===== src/rtl/memory_map.sv =====
// memory_map: responder for the CPU data-memory bus. Decodes the 12-bit
// nibble address onto general RAM, display RAM (with a second LCD read
// port) and the timer / interrupt I/O registers. Read data, LCD data and
// the interrupt request are all registered.
module memory_map #(
    parameter int RAM_NIBBLES  = 640,
    parameter int VRAM_NIBBLES = 128
) (
    input  logic        clk,
    input  logic        reset_n,
    input  logic        memory_write_en,
    input  logic        memory_read_en,
    input  logic [11:0] memory_addr,
    input  logic [3:0]  memory_write_data,
    output logic [3:0]  memory_read_data,
    input  logic        timer_tick,
    input  logic [6:0]  lcd_addr,
    output logic [3:0]  lcd_data,
    output logic        irq
);

    localparam int          RAM_AW     = $clog2(RAM_NIBBLES);
    localparam int          VRAM_AW    = $clog2(VRAM_NIBBLES);
    localparam logic [11:0] RAM_END    = 12'(RAM_NIBBLES);
    localparam logic [11:0] VRAM_BASE  = 12'hE00;
    localparam logic [11:0] VRAM_SIZE  = 12'(VRAM_NIBBLES);
    localparam logic [11:0] ADDR_FLAGS = 12'hF00;
    localparam logic [11:0] ADDR_MASK  = 12'hF10;
    localparam logic [11:0] ADDR_TMR_L = 12'hF20;
    localparam logic [11:0] ADDR_TMR_H = 12'hF21;
    localparam logic [11:0] ADDR_CTRL  = 12'hF76;

    logic [3:0] ram_mem  [RAM_NIBBLES];
    logic [3:0] vram_mem [VRAM_NIBBLES];

    logic [3:0] read_data_q, read_data_d;
    logic [3:0] lcd_data_q,  lcd_data_d;
    logic [3:0] flags_q,     flags_d;
    logic [3:0] mask_q,      mask_d;
    logic [7:0] timer_q,     timer_d;
    logic       irq_q,       irq_d;

    logic               wr_s;
    logic               rd_s;
    logic               ram_hit_s;
    logic               vram_hit_s;
    logic [11:0]        vram_off_s;
    logic [RAM_AW-1:0]  ram_idx_s;
    logic [VRAM_AW-1:0] vram_idx_s;
    logic               lcd_hit_s;
    logic               tmrst_s;
    logic [7:0]         timer_inc_s;
    logic [3:0]         fall_s;
    logic [3:0]         rd_val_s;

    // Address decode; a write strobe suppresses any coincident read.
    always_comb begin
        wr_s       = memory_write_en;
        rd_s       = memory_read_en & ~memory_write_en;
        ram_hit_s  = (memory_addr < RAM_END);
        vram_off_s = memory_addr - VRAM_BASE;
        vram_hit_s = (memory_addr >= VRAM_BASE) && (vram_off_s < VRAM_SIZE);
        ram_idx_s  = memory_addr[RAM_AW-1:0];
        vram_idx_s = vram_off_s[VRAM_AW-1:0];
        lcd_hit_s  = ({5'd0, lcd_addr} < VRAM_SIZE);
    end

    // Read multiplexer over RAM, VRAM and the I/O registers (pre-update values).
    always_comb begin
        rd_val_s = 4'h0;
        if (ram_hit_s) begin
            rd_val_s = ram_mem[ram_idx_s];
        end else if (vram_hit_s) begin
            rd_val_s = vram_mem[vram_idx_s];
        end else begin
            case (memory_addr)
                ADDR_FLAGS: rd_val_s = flags_q;
                ADDR_MASK:  rd_val_s = mask_q;
                ADDR_TMR_L: rd_val_s = timer_q[3:0];
                ADDR_TMR_H: rd_val_s = timer_q[7:4];
                default:    rd_val_s = 4'h0;
            endcase
        end
    end

    // Timer, interrupt flags, mask, irq and read-port next state.
    always_comb begin
        read_data_d = read_data_q;
        timer_d     = timer_q;
        fall_s      = 4'h0;
        tmrst_s     = wr_s && (memory_addr == ADDR_CTRL) && memory_write_data[0];
        timer_inc_s = timer_q + 8'd1;

        if (rd_s) begin
            read_data_d = rd_val_s;
        end else begin
            read_data_d = read_data_q;
        end

        // The clear has priority over a tick and never raises a flag itself.
        if (tmrst_s) begin
            timer_d = 8'h00;
            fall_s  = 4'h0;
        end else if (timer_tick) begin
            timer_d = timer_inc_s;
            fall_s  = {timer_q[7] & ~timer_inc_s[7],
                       timer_q[6] & ~timer_inc_s[6],
                       timer_q[4] & ~timer_inc_s[4],
                       timer_q[2] & ~timer_inc_s[2]};
        end else begin
            timer_d = timer_q;
            fall_s  = 4'h0;
        end

        // Clear-on-read first, then OR in new events so a same-cycle set survives.
        if (rd_s && (memory_addr == ADDR_FLAGS)) begin
            flags_d = fall_s;
        end else begin
            flags_d = flags_q | fall_s;
        end

        if (wr_s && (memory_addr == ADDR_MASK)) begin
            mask_d = memory_write_data;
        end else begin
            mask_d = mask_q;
        end

        irq_d = |(flags_q & mask_q);

        if (lcd_hit_s) begin
            lcd_data_d = vram_mem[lcd_addr[VRAM_AW-1:0]];
        end else begin
            lcd_data_d = 4'h0;
        end
    end

    // Register bank with synchronous active-low reset.
    always_ff @(posedge clk) begin
        if (!reset_n) begin
            read_data_q <= 4'h0;
            lcd_data_q  <= 4'h0;
            flags_q     <= 4'h0;
            mask_q      <= 4'h0;
            timer_q     <= 8'h00;
            irq_q       <= 1'b0;
        end else begin
            read_data_q <= read_data_d;
            lcd_data_q  <= lcd_data_d;
            flags_q     <= flags_d;
            mask_q      <= mask_d;
            timer_q     <= timer_d;
            irq_q       <= irq_d;
        end
    end

    // Memory array writes; contents survive reset but a write during reset is dropped.
    always_ff @(posedge clk) begin
        if (reset_n && wr_s && ram_hit_s) begin
            ram_mem[ram_idx_s] <= memory_write_data;
        end
        if (reset_n && wr_s && vram_hit_s) begin
            vram_mem[vram_idx_s] <= memory_write_data;
        end
    end

    assign memory_read_data = read_data_q;
    assign lcd_data         = lcd_data_q;
    assign irq              = irq_q;

endmodule


===== config.mk =====
export PLATFORM = sky130hd
export DESIGN_NAME = memory_map
export DESIGN_NICKNAME = d
export VERILOG_FILES = /design/src/rtl/memory_map.sv
export SDC_FILE = /design/constraint.sdc
export NUM_CORES = 2
export LEC_CHECK = 0
export BUFFER_PORTS_ARGS = -buffer_cell sky130_fd_sc_hd__buf_2
export CORE_ASPECT_RATIO = 2
export CORE_MARGIN = 2
export CORE_UTILIZATION = 54
export DETAILED_ROUTE_END_ITERATION = 10
export HOLD_SLACK_MARGIN = 0.06
export PLACE_DENSITY = 0.69
export SYNTH_ARGS = -nofsm -noshare
export SYNTH_HDL_FRONTEND = slang
export SYNTH_SLANG_ARGS = --single-unit

===== constraint.sdc =====
create_clock -name clk -period 3.03 [get_ports clk]
set_clock_uncertainty 0.1 [all_clocks]
set_input_delay 0.606 -clock clk [delete_from_list [all_inputs] [get_ports clk]]
set_output_delay 0.606 -clock clk [all_outputs]
set_load 0.03 [all_outputs]

### After elaboration in Yosys (flattened, before gate mapping)

Memory sizes are Yosys's and may differ from the RTL's. A register that Yosys moved wholly into a read port is not among the register bits.
Cells that the tools add are included.

* memories: 2
* output and inout port bits: 9
* input bits: 28
* memory bits (writable): 3072
* register bits after elaboration: 21
* word-level logic and storage cells: 51

Memory list
* ram_mem: words 640, bits a word 4, read ports 1, clocked after Yosys merged registers in 0, write ports 1, line 33 `logic [3:0] ram_mem [RAM_NIBBLES];`
* vram_mem: words 128, bits a word 4, read ports 2, clocked after Yosys merged registers in 1, write ports 1, line 34 `logic [3:0] vram_mem [VRAM_NIBBLES];`

* multiplexer cells: 10
* order comparisons: 3
* equal/unequal tests: 5
* reductions and logical operators: 11
* bitwise logic cells: 13
* $add $sub $neg: 2

Operator list (count)
* $eq A12 B12 Y1 const B: 5
* $mux W4: 5
* $pmux W4 S4: 1
* $ge A12 B12 Y1 const B: 1
* $lt A12 B10 Y1 const B: 1
* $lt A12 B8 Y1 const B: 1
* $sub A12 B12 Y12 const B: 1
* $add A8 B1 Y8 const B: 1
* $logic_and A1 B1 Y1: 8
* $not A1 Y1: 6
* $and A1 B1 Y1: 5
* $and A4 B4 Y4: 1
* $mux W1: 4
* $or A4 B4 Y4: 1
* $reduce_or A4 Y1: 1
* $reduce_or A2 Y1: 1
* $logic_not A1 Y1: 1

### Longest topological paths before layout

* depth in word-level cells: 7
* depth in mapped cells: 14
* mapped depth without buffers: 9

### Least setup slack after synthesis

OpenSTA, ideal clock, no wires.

* path type: input port to flip-flop
* start: input memory_addr[0]
* end: memory vram_mem[35][0] (enable)
* arrival time: 2.786 ns
* buffers on the path: 5
* setup time: 0.361 ns
* slack: -0.218 ns
* data required time: 2.569 ns
* cell stages on the path: 11
* path through: buf_6 buf_12 buf_6 nor3_1 a21oi_1 nor4_4 and3_1 buf_4 nand2_1 buf_2 nor3_1

* cells in the longest elaborated chain, start to end: 6
* elaborated cells on any way between the ends: 7
* classes of those cells: add/sub: 1; order compare: 2; mux: 2; reduce/logical: 2

RTL lines
* start, declared: line 13 `input logic [11:0] memory_addr,`
* $sub A12 B12 Y12: line 61 `vram_off_s = memory_addr - VRAM_BASE;`
* $lt A12 B8 Y1: line 62 `vram_hit_s = (memory_addr >= VRAM_BASE) && (vram_off_s < VRAM_SIZE);`
* $logic_and A1 B1 Y1: line 62
* $logic_and A1 B1 Y1: line 161 `if (reset_n && wr_s && vram_hit_s) begin`
* $mux W1: line 161
* $mux W1 (implied by the code): line 162 `vram_mem[vram_idx_s] <= memory_write_data;`
* end, declared: line 34

Several ways; a longest one is shown, not always the timed one.

### Worst setup path in the final report

* start: input memory_addr[0]
* end: register read_data_q[0] (netlist: memory_read_data[0])

* cells in the longest elaborated chain, start to end: 5
* elaborated cells on any way between the ends: 14
* classes of those cells: add/sub: 1; order compare: 3; eq/ne: 4; mux: 3; reduce/logical: 1; memory: 2

RTL lines
* parallel branches: the longest is 4 deep, another holds $sub A12 B12 Y12
* $mux W4 (*): line 71 `if (ram_hit_s) begin`
* end signal, assigned: line 147 `read_data_q <= read_data_d;`
* end, declared: line 36 `logic [3:0] read_data_q, read_data_d;`

Mark *: on every way between the ends.
A chain may end at the register's enable or synchronous reset.

==> metrics.cfg <==
[critical_path]
critical_path.max_fanout=14
rr_startpoint=ram_mem[3][3]$_DFFE_PP_
end_kind=flip-flop
cpMostUsedCell=buf_4
r2r_slack_ns=-0.01
worstSetupPathType=in2reg
crit_required_ns=3.71
path_cells=buf_8 > buf_16 > buf_12 > buf_4 > nand2_1 > buf_4 > o22ai_2 > buf_4 > o31a_1 > nand4_1 > o21ai_1 > o21ai_2 > buf_4 > a2111oi_2 > buf_4 > a211oi_1
reg2regPathDepth=8
crit_slowest_cell=a2111oi_2
critPathBufInv=8
cp-start-kind=input port
critical_path_arrival_ns=3.73
r2r-end=memory_read_data[3]$_SDFFE_PN0P_
cp_top_family=buffers and inverters
max_stage_delay_ns=0.38

[finish]
nFillCells=15526
multi_input_area_um2=32200
register_area_um2=92700
area_growth_pct=19.6
drive_gt1_share_pct=36.7
utilization_pct=64.9
nNetsFinal=7839

[logic_synthesis]
yosysTopAreaCell=edfxtp_1
synth.area.top_cells=edfxtp_1 73%, mux4_2 15%, mux2i_1 3.1%
syn_area_per_cell_um2=19.7
synth_edf_count=3072
synth_xor_area_share_pct=0.0207
synthArstFlopShare_pct=0
yosysMostFrequentCell=edfxtp_1
synth_cells=6439
synth_seq_cells=3097
synth_nets=6473
synthSimpleGateAreaFrac_pct=3.57
ys_seq_area_share_pct=73.2
synth_ff_type=edfxtp_1
synthAdderAreaFrac_pct=0.0592
yosysWarnings=0
ys_top_cells_by_count=3,072 x edfxtp_1, 870 x mux4_2, 831 x nor2_1
synth_compound_area_share_pct=2.42
synth_area_um2=127000
synth_top_family_by_area=multiplexers
synth_mux_area_share_pct=18.8
yosys.area.top_type_share_pct=72.8
ys_types=66

[status]
outcome=finished with violations
violations=setup timing

[global_route]
antenna_found_initial=18
overflow=0
globalRouteMet3Util_pct=5.37
grt_pass1_wl_mm=542
grt_use_met2_pct=57.2
track_usage_pct=32.5
use_met1_pct=34.3
grt_max_degree=138
grt_pass1_vias=74907
top_usage_layer=met2

[place]
gp_congestion=0.959
port_buffers=36
detailedPlacementHpwl_mm=273

[routing]
vias=71830
drc=0
viasPerCell=6.50
ant_nets=0
first_iter_violations=8585
wl_mm=388
drtPass1Iterations=8
post_drt_wl_per_cell_um=35.1

[timing]
relSlewSlack_pct=25.9
report.final.slew_viol_count=0
rsz0062_at_grt=yes
period_minus_slack_ns=3.05
period_share_pct=101
max_freq_ghz=0.328
finalSetupTns_ns=-0.0474
finalSetupViolCount=3
tightest_slew_ns=1.08
finalHoldViolCount=0
fin_ws_ns=-0.0219

[power]
power.density_nw_per_um2=576
ir_drop_uv=426
leakagePower_nw=50.6

[min_path]
hold-path-cell-count=1
hp-start=memory_write_data[3]
whs_endpoint=ram_mem[43][3]$_DFFE_PP_
hp-class=in2reg

[die]
rows=251
die_area_um2=239000
io_pins=37
die_h_um=689
start_util_pct=54.2
coreArea_um2=234000
die_w_um=347

[run]
max_cap_violations=0

[clock_network]
path_clk_slew_ns=0.07
cts_made_buffers=266
cts.path.max_buffers=4
root_buffer=clkbuf_16
insertion_delay_ns=0.91
htree_levels=5
clock-sinks=3097
cts_tree=built

## layer usage
| metal | share of wire (%) | wire [µm] |
|---|---|---|
| met1 | 30 | 118000 |
| met2 | 52 | 203000 |
| met3 | 7.6 | 29400 |
| met4 | 9.7 | 37500 |
| met5 | 0.021 | 82 |
## layout make-up
cell class              instances  share of cell area, %
flip-flops and latches       3097                   61.2
multi-input cells            2884                   21.2
repair buffers               1547                   9.45
clock buffers                 321                   4.65
well taps                    3036                   2.51
clock inverters               149                  0.959
inverters                       9                 0.0223
diodes                         13                 0.0215
## kinds of logic after synthesis
family,after synthesis
AND/OR/NAND/NOR,1118
multiplexers,1292
flip-flops,3097
XOR/XNOR,3
AO/OA/AOI/OAI,465
buffers and inverters,458
adder cells (fa/ha/maj),6
## power by group
group | leakage, nW | switching [mW] | internal, mW
Sequential | 27.8 | 0.0135 | 47.0
Combinational | 18.6 | 3.64 | 2.43
Clock | 4.16 | 15.4 | 18.9
## what timing repair did
action,in CTS,in global routing
hold endpoints to repair,14,0
gates resized for setup,42,64
setup endpoints to repair,4,28
cloned,1,2
setup buffers,3,17
pin swaps,5,10
hold buffers,4,0
## stage by stage
stage | std cells | hold slack (ns) | worst slack [ns] | power (mW) | area (µm²)
5_1_grt | 11044 | 0.0495 | -0.0372 | 89.2 | 152000
3_5_place_dp | 10546 | 0.384 | -1.44 | 53.9 | 142000
6_report | 11056 | 0.0640 | -0.0219 | 87.4 | 152000
2_1_floorplan | 6439 | 0.356 | -0.0357 | 50.7 | 127000
4_1_cts | 11024 | 0.0614 | 0.00113 | 87.5 | 151000
3_3_place_gp | 10546 | 0.372 | -1.59 | 53.8 | 142000
## sequential cells by signal, indices dropped and copies added (netlist names)
signal,flops
vram_mem,512
flags_q,4
lcd_data,4
irq,1
memory_read_data,4
ram_mem,2560
timer_q,8
mask_q,4
## worst max-delay path by stage
stage                                    startpoint                               end  cells after the start
after floorplan                      memory_addr[1]         ram_mem[287][0]$_DFFE_PP_                     11
after global placement               memory_addr[1]  memory_read_data[0]$_SDFFE_PN0P_                     12
after detailed placement             memory_addr[1]  memory_read_data[0]$_SDFFE_PN0P_                     12
after CTS                            memory_addr[1]  memory_read_data[0]$_SDFFE_PN0P_                     13
after global routing      ram_mem[447][3]$_DFFE_PP_  memory_read_data[3]$_SDFFE_PN0P_                     12
final                                memory_addr[0]  memory_read_data[0]$_SDFFE_PN0P_                     16
## cells in the final DEF (no fill, tap or decap), types with 23 or more instances in the layout
cell          n
buf_2        24
o21ai_0     111
o22ai_1     100
mux2i_1     389
clkbuf_16   277
buf_4      1295
mux4_2      870
edfxtp_1   3072
nor2_2       23
dfxtp_1      25
clkinv_2     52
bufinv_16    25
nor2_1      808
buf_12      195
nand2_1     119
clkinv_1     42
a221oi_1     65
clkbuf_1     46
mux2_2       27
a21oi_1      53
nand3_1      36
(Power assumes the default switching activity.)
